<file path="config.mk">
export PLATFORM = sky130hd
export DESIGN_NAME = thermo_expand32_flat
export DESIGN_NICKNAME = d
export VERILOG_FILES = /design/src/rtl/thermo_expand32_if.sv /design/src/rtl/thermo_expand32.sv /design/src/flat_wrapper.sv
export SDC_FILE = /design/constraint.sdc
export NUM_CORES = 1
export LEC_CHECK = 0
export CAP_MARGIN = 20
export CORE_ASPECT_RATIO = 1.75
export CORE_MARGIN = 5
export CORE_UTILIZATION = 40
export DETAILED_ROUTE_END_ITERATION = 7
export GPL_TIMING_DRIVEN = 0
export SYNTH_ARGS = -nofsm -noshare
export SYNTH_HDL_FRONTEND = slang
export SYNTH_SLANG_ARGS = --single-unit
export TNS_END_PERCENT = 10
</file>
<file path="constraint.sdc">
create_clock -name clk -period 1.39 [get_ports clk]
set_clock_uncertainty 0.15 [all_clocks]
set_input_delay 0.278 -clock clk [delete_from_list [all_inputs] [get_ports clk]]
set_output_delay 0.278 -clock clk [all_outputs]
set_load 0.02 [all_outputs]
</file>
<file path="src/rtl/thermo_expand32_if.sv">
// Valid/ready bus for thermo_expand32: count in, thermometer mask out.
// chk_err exists only when THERMO_LOOPBACK_CHECK_EN is defined.
interface thermo_expand32_if;
  logic        in_valid;
  logic        in_ready;
  logic [5:0]  in_count;
  logic        out_valid;
  logic        out_ready;
  logic [31:0] out_mask;
  logic        out_ovf;
`ifdef THERMO_LOOPBACK_CHECK_EN
  logic        chk_err;

  modport master (output in_valid, in_count, out_ready,
                  input  in_ready, out_valid, out_mask, out_ovf, chk_err);
  modport slave  (input  in_valid, in_count, out_ready,
                  output in_ready, out_valid, out_mask, out_ovf, chk_err);
`else
  modport master (output in_valid, in_count, out_ready,
                  input  in_ready, out_valid, out_mask, out_ovf);
  modport slave  (input  in_valid, in_count, out_ready,
                  output in_ready, out_valid, out_mask, out_ovf);
`endif
endinterface

</file>
<file path="src/rtl/thermo_expand32.sv">
// 6-bit count to 32-bit thermometer mask, latency 2 + BUF_STAGES, stall-all pipeline.
// Optional loopback popcount checker enabled by THERMO_LOOPBACK_CHECK_EN.
module thermo_expand32 #(
  parameter int BUF_STAGES = 2
) (
  input  logic             clk,
  input  logic             rst_n,
  thermo_expand32_if.slave bus
);

  localparam int LAST = BUF_STAGES;

  // Byte-sliced decode: full bytes below sat[5:3], partial byte at sat[5:3].
  function automatic logic [31:0] thermo_decode(input logic [5:0] sat);
    logic [2:0]  hi;
    logic [7:0]  part;
    logic [31:0] m;
    hi   = sat[5:3];
    part = (8'd1 << sat[2:0]) - 8'd1;
    m    = 32'd0;
    for (int b = 0; b < 4; b++) begin
      if (3'(b) < hi) begin
        m[b*8 +: 8] = 8'hFF;
      end else if (3'(b) == hi) begin
        m[b*8 +: 8] = part;
      end else begin
        m[b*8 +: 8] = 8'h00;
      end
    end
    return m;
  endfunction

  logic        stall_s;
  logic        in_ovf_s;
  logic [5:0]  in_sat_s;
  logic        s1_valid_r;
  logic [5:0]  s1_sat_r;
  logic        s1_ovf_r;
  logic        pipe_valid_r [0:LAST];
  logic [31:0] pipe_mask_r  [0:LAST];
  logic        pipe_ovf_r   [0:LAST];

  // Stall detection and input saturation.
  always_comb begin
    stall_s  = pipe_valid_r[LAST] & ~bus.out_ready;
    in_ovf_s = (bus.in_count > 6'd32);
    in_sat_s = in_ovf_s ? 6'd32 : bus.in_count;
  end

  assign bus.in_ready  = ~stall_s;
  assign bus.out_valid = pipe_valid_r[LAST];
  assign bus.out_mask  = pipe_mask_r[LAST];
  assign bus.out_ovf   = pipe_ovf_r[LAST];

  // Data is zeroed on load into an invalid slot, so out_mask reads 0 when idle.
  always_ff @(posedge clk or negedge rst_n) begin
    if (!rst_n) begin
      s1_valid_r <= 1'b0;
      s1_sat_r   <= 6'd0;
      s1_ovf_r   <= 1'b0;
      for (int i = 0; i <= LAST; i++) begin
        pipe_valid_r[i] <= 1'b0;
        pipe_mask_r[i]  <= 32'd0;
        pipe_ovf_r[i]   <= 1'b0;
      end
    end else if (!stall_s) begin
      s1_valid_r      <= bus.in_valid;
      s1_sat_r        <= bus.in_valid ? in_sat_s : 6'd0;
      s1_ovf_r        <= bus.in_valid & in_ovf_s;
      pipe_valid_r[0] <= s1_valid_r;
      pipe_mask_r[0]  <= s1_valid_r ? thermo_decode(s1_sat_r) : 32'd0;
      pipe_ovf_r[0]   <= s1_valid_r & s1_ovf_r;
      for (int i = 1; i <= LAST; i++) begin
        pipe_valid_r[i] <= pipe_valid_r[i-1];
        pipe_mask_r[i]  <= pipe_mask_r[i-1];
        pipe_ovf_r[i]   <= pipe_ovf_r[i-1];
      end
    end else begin
      s1_valid_r <= s1_valid_r;
    end
  end

`ifdef THERMO_LOOPBACK_CHECK_EN
  function automatic logic [5:0] popcount32(input logic [31:0] m);
    logic [5:0] cnt;
    cnt = 6'd0;
    for (int i = 0; i < 32; i++) begin
      cnt = cnt + {5'd0, m[i]};
    end
    return cnt;
  endfunction

  logic [5:0] pipe_sat_r [0:LAST];
  logic       chk_err_r;

  assign bus.chk_err = chk_err_r;

  // Carries sat beside the mask so the output can be re-counted.
  always_ff @(posedge clk or negedge rst_n) begin
    if (!rst_n) begin
      for (int i = 0; i <= LAST; i++) begin
        pipe_sat_r[i] <= 6'd0;
      end
    end else if (!stall_s) begin
      pipe_sat_r[0] <= s1_sat_r;
      for (int i = 1; i <= LAST; i++) begin
        pipe_sat_r[i] <= pipe_sat_r[i-1];
      end
    end else begin
      pipe_sat_r[0] <= pipe_sat_r[0];
    end
  end

  // Sticky error on any delivered mask whose popcount disagrees with sat.
  always_ff @(posedge clk or negedge rst_n) begin
    if (!rst_n) begin
      chk_err_r <= 1'b0;
    end else if (bus.out_valid && bus.out_ready &&
                 (popcount32(bus.out_mask) != pipe_sat_r[LAST])) begin
      chk_err_r <= 1'b1;
    end else begin
      chk_err_r <= chk_err_r;
    end
  end
`endif

endmodule
</file>
<file path="src/flat_wrapper.sv">
// flat-port wrapper written by rule: the top's interface ports become plain ports
module thermo_expand32_flat 
#(
  parameter int BUF_STAGES = 2
)
  (clk, rst_n, bus_in_valid, bus_in_count, bus_out_ready, bus_in_ready, bus_out_valid, bus_out_mask, bus_out_ovf);
  thermo_expand32_if bus_i ();
  input  logic clk;
  input  logic rst_n;
  input wire logic [$bits(bus_i.in_valid)-1:0] bus_in_valid;
  input wire logic [$bits(bus_i.in_count)-1:0] bus_in_count;
  input wire logic [$bits(bus_i.out_ready)-1:0] bus_out_ready;
  output wire logic [$bits(bus_i.in_ready)-1:0] bus_in_ready;
  output wire logic [$bits(bus_i.out_valid)-1:0] bus_out_valid;
  output wire logic [$bits(bus_i.out_mask)-1:0] bus_out_mask;
  output wire logic [$bits(bus_i.out_ovf)-1:0] bus_out_ovf;
  assign bus_i.in_valid = bus_in_valid;
  assign bus_i.in_count = bus_in_count;
  assign bus_i.out_ready = bus_out_ready;
  assign bus_in_ready = bus_i.in_ready;
  assign bus_out_valid = bus_i.out_valid;
  assign bus_out_mask = bus_i.out_mask;
  assign bus_out_ovf = bus_i.out_ovf;
  thermo_expand32 #(.BUF_STAGES(BUF_STAGES)) u_core (.clk(clk), .rst_n(rst_n), .bus(bus_i));
endmodule
</file>
## Word level (Yosys, flattened, before mapping)

Index checks and enable logic that the tools add are counted.

- Bits in registers: 110
- Bits of input ports: 10
- Word-level logic and storage cells: 39

- $add $sub $neg: 1
- $lt $le $gt $ge: 5
- Equality and inequality tests: 3
- Shift-type cells: 1
- Mux-type cells: 11
- Bitwise gates (word level): 5
- Reduce and logical (&&, ||, !) cells: 1

Operator list:

| kind | number |
|---|---|
| $mux W8 | 8 |
| $mux W32 | 1 |
| $mux W6 | 2 |
| $shl A1 B3 Y8 const A | 1 |
| $sub A8 B1 Y8 const B | 1 |
| $eq A2 B3 Y1 const A | 2 |
| $gt A6 B6 Y1 const B | 1 |
| $lt A1 B3 Y1 const A | 2 |
| $lt A2 B3 Y1 const A | 2 |
| $and A1 B1 Y1 | 3 |
| $eq A1 B3 Y1 const A | 1 |
| $logic_not A3 Y1 | 1 |
| $not A1 Y1 | 2 |

## Depth between registers and ports, before layout

- Depth in word-level cells: 5
- Depth in mapped cells: 6
- Gate-level depth less buffers: 4

## Worst setup path after synthesis

No wires, ideal clock.

- Path type: reg-to-reg
- Start: register u_core.pipe_valid_r (netlist bit u_core.bus.out_valid)
- End: register u_core.pipe_mask_r[90] in the netlist's numbering
- Setup time: 126 ps
- Arrival time: 1217 ps
- Data required time: 1114 ps
- Slack: -103 ps
- Stages on the path, launching flop included: 5
- Path buffers: 1
- Period minus slack after synthesis: 1493 ps
- Path through: dfrtp_1 -> nor2b_4 -> buf_6 -> nor3_2 -> a221o_1

- Word-level cells in the longest chain between the ends: 1

RTL lines:

| element | RTL line | RTL |
|---|---|---|
| from (decl) | thermo_expand32.sv:39 | `logic pipe_valid_r [0:LAST];` |
| from (signal, indexed assignment) | thermo_expand32.sv:74 | `pipe_valid_r[i] <= pipe_valid_r[i-1];` |
| $and A1 B1 Y1 | thermo_expand32.sv:45 | `stall_s = pipe_valid_r[LAST] & ~bus.out_ready;` |
| to (signal, indexed assignment) | thermo_expand32.sv:75 | `pipe_mask_r[i] <= pipe_mask_r[i-1];` |
| to (decl) | thermo_expand32.sv:40 | `logic [31:0] pipe_mask_r [0:LAST];` |

Every way passes these cells.
A chain may end at the register's enable or synchronous reset.

## Final worst setup path

- Start: register u_core.pipe_valid_r (netlist bit u_core.bus.out_valid)
- End: output bus_in_ready

- Word-level cells in the longest chain between the ends: 2

RTL lines:

| element | RTL line | RTL |
|---|---|---|
| $and A1 B1 Y1 | thermo_expand32.sv:45 |  |
| $not A1 Y1 | thermo_expand32.sv:50 | `assign bus.in_ready = ~stall_s;` |
| to (decl) | flat_wrapper.sv:13 | `output wire logic [$bits(bus_i.in_ready)-1:0] bus_in_ready;` |

Every way passes these cells.

==> impl_results.md <==
* H-Tree Depth at 3
* Share of layout cells above drive strength 1 at between 20% and 30%
* Reg2reg start: u_core.bus.out_valid$_DFFE_PN0N_
* Cell total after placement at ~630
* Vias in the first global route at 3174
* TritonCTS Sinks at 110
* Starting DRC count in detailed routing at ~180
* Mux contribution to synthesized area at 0%
* Largest net degree at the start of global routing at 57
* Starting Density at between 40% and 50%
* Slew Limit Fails at 0
* Largest family of logic cells by synthesized area: simple AND/OR/NAND/NOR gates
* RSZ-0062 raised after global routing: true
* Die width at slightly above 90 microns
* Post-synthesis compound-gate area fraction at ~8.0%
* R2R Setup Slk at -200 ps
* Grt met3 use at under 10%
* Final setup TNS at -12630 ps
* Antenna violations before repair at 0
* XOR/XNOR Fraction of Synth Area at 0%
* Critical path type: reg2out
* Number of fill cells at slightly above 1k
* Worst hold path class: in2async
* Pwr Total at approximately 12 mW
* Cells after Synth at 450
* Most used routing layer: met2
* Fin cells at between 600 and 700
* Routing usage on met2 at between 20% and 30%
* Post-layout util at between 50% and 60%
* Pre-Repair DR Iteration Count at 4
* Asr flop ratio synth at 100%
* Diode count at 0
* Rel. slew slack at 52.7%
* Num ports at between 40 and 50
* Total number of vias at 3169
* Routed len/inst at 13.8 microns
* First-pass GRT wire length at roughly 15 mm
* VDD IR max at 0.924 mV
* Critical Path End: bus_in_ready
* Worst path required time at approximately 960 ps
* Worst setup SP type: register
* Final min period at 1710 ps
* Crit-path max FO at 2
* Final hold violations at 54
* CORE AREA at roughly 11000 sq um
* Endpoint type of the worst setup path: primary output
* Total die area at ~14000 sq um
* DR vias/cell at roughly 4.9
* Nets at 523
* Worst-Skew Late Latency at 340 ps
* Seq/Total Area, Yosys at 60.4%
* Primary FF master, synth: dfrtp_1
* Critical path startpoint: u_core.bus.out_valid$_DFFE_PN0N_
* Synthesized area per cell at around 10 sq um
* DRC at 0
* Final GP Congestion at about 0.77
* Status: finished, violations left
* WHS at -177 ps
* Post-Syn Area at 4560 sq um
* End of the worst register-to-register path: u_core.pipe_mask_r[93]$_DFFE_PN0N_
* Post-synth EDFFs at 0
* Post-synthesis cell type count at 26
* Leak pwr at 3.13 nW
* GRT overflow at 0
* Clock-pin slew of the registers on the worst-case setup and hold paths at around 70 ps
* Failing checks: hold timing, setup timing
* Max_cap viols at 0
* Setup violators final at between 100 and 150
* Area delta synth->final at 28.6%
* Final ANT Viol Nets at 0
* Clk root buf: clkbuf_16
* CTS buffer count at 9
* Max Clk Rate at between 500 and 600 MHz
* #FFs+latches synth at 110
* Pre-CTS setup slack at -1060 ps
* Power Dens Cells at 2040 nW/um^2
* Port Buffer Count at 44
* Final period utilization at 123%
* Std-Cell Rows at 51
* Total GRT Usage at between 10% and 20%
* Met1 Use GR at between 10% and 20%
* Post-Synth Adder-Cell Area at 0%
* Max Buffers Root-to-Sink at 2
* WL final at ~9.0 mm
* Die Ht at ~150 microns
* Post-Synth Simple-Gate Area at 22.6%
* Synth warn at 0
* Reg2reg path depth at 5
* Worst slew pin tran at 709 ps
* Syn_nets at 460
* Dpl hpwl at approximately 6.4 mm
* PnR worst setup slack at -316 ps
* Worst Path Arrival at ~1300 ps
* CTS tree: built
-- what timing repair did --
item / CTS / global route
pin swaps: 6 / 9
endpoints found under the setup margin: 142 / 139
buffers inserted: 8 / 3
resized for setup: 201 / 23
cloned: 0 / 1
hold endpoints to repair: 54 / 54
-- sequential cells by signal (all words and copies together), names as in the netlist --
signal                count
u_core.pipe_mask_r       64
u_core.bus.out_mask      32
u_core.s1_sat_r           6
u_core.pipe_ovf_r         2
u_core.pipe_valid_r       2
u_core.bus.out_ovf        1
u_core.bus.out_valid      1
u_core.s1_ovf_r           1
u_core.s1_valid_r         1
-- worst min path at each step --
stage,cells past startpoint,end,slack (ps)
after floorplan,0,u_core.bus.out_mask[0]$_DFFE_PN0N_,-170
after global placement,2,u_core.pipe_valid_r[1]$_DFFE_PN0N_,290
after detailed placement,1,u_core.bus.out_valid$_DFFE_PN0N_,220
after CTS,1,u_core.bus.out_valid$_DFFE_PN0N_,-150
after global routing,1,u_core.bus.out_valid$_DFFE_PN0N_,-120
final,1,u_core.bus.out_valid$_DFFE_PN0N_,-180
-- area by class of cell --
type	instances	area, sq um	area share [%]
Inverter	2	7.51	0.128
Clock buffer	13	260	4.44
Sequential cell	110	2750	47.0
Timing Repair Buffer	57	619	10.6
Tap cell	132	165	2.82
Clock inverter	3	18.8	0.320
Buffer	51	573	9.78
Multi-Input combinational cell	282	1460	24.9
-- metal layers --
layer | up-vias | part of all wire [%]
li1 | 1575 | -
met1 | 1532 | 40
met2 | 49 | 55
met3 | 13 | 2.9
met4 | 0 | 2.3
met5 | - | 0
-- kinds of logic (layout without fill, tap and decap cells) --
kind of cell,after synthesis,in the layout
AOI/OAI and AO/OA,42,42
buffers and inverters,58,126
and+or+nand+nor,240,240
DFF,110,110
-- critical path, cell delays in order (launching register included) --
cell,delay (ps)
dfrtp_2,350
nor2b_4,160
inv_2,70
buf_8,120
buf_6,110
buf_6,120
-- Yosys cell counts (2+ instances only) --
master | instances | area [sq um]
nand3_1 | 2 | 10.0
nor2_1 | 5 | 18.8
nor3_2 | 7 | 70.1
nand2_1 | 215 | 807
buf_4 | 33 | 248
inv_2 | 2 | 7.51
buf_2 | 16 | 80.1
dfrtp_1 | 110 | 2750
buf_6 | 6 | 67.6
a211o_1 | 7 | 61.3
nor3_4 | 3 | 48.8
a21o_1 | 4 | 30.0
a221o_1 | 20 | 200
a22o_1 | 5 | 43.8
o21ai_0 | 2 | 10.0
nor3b_2 | 2 | 25.0
a21oi_1 | 2 | 10.0
-- report_power, final --
part           internal (mW)  switching, mW  total [mW]
Combinational           2.41           2.18        4.60
Clock                   1.32           1.10        2.41
Sequential              4.25          0.661        4.92
-- cells in the final DEF, fill, tap and decap left out, drive strengths merged, types with 2 or more instances in the layout --
cell type	synthesis	layout
a221o	20	20
clkbuf	1	14
clkinv	0	2
nor2	6	6
nor3	11	11
dfrtp	110	110
buf	55	98
nand3	2	2
a22o	5	5
a21o	4	4
a21oi	2	2
clkdlybuf4s50	0	7
nor3b	2	2
a211o	7	7
inv	2	3
nand2	215	215
dlygate4sd2	0	2
o21ai	3	3
-- metrics by stage --
step | hold WS (ps) | area [sq um]
3_3_place_gp | 295 | 5180
3_5_place_dp | 222 | 5210
4_1_cts | -151 | 5760
5_1_grt | -121 | 5860
2_1_floorplan | -168 | 4580
6_report | -177 | 5860
Power figures use the tool's default switching activity.
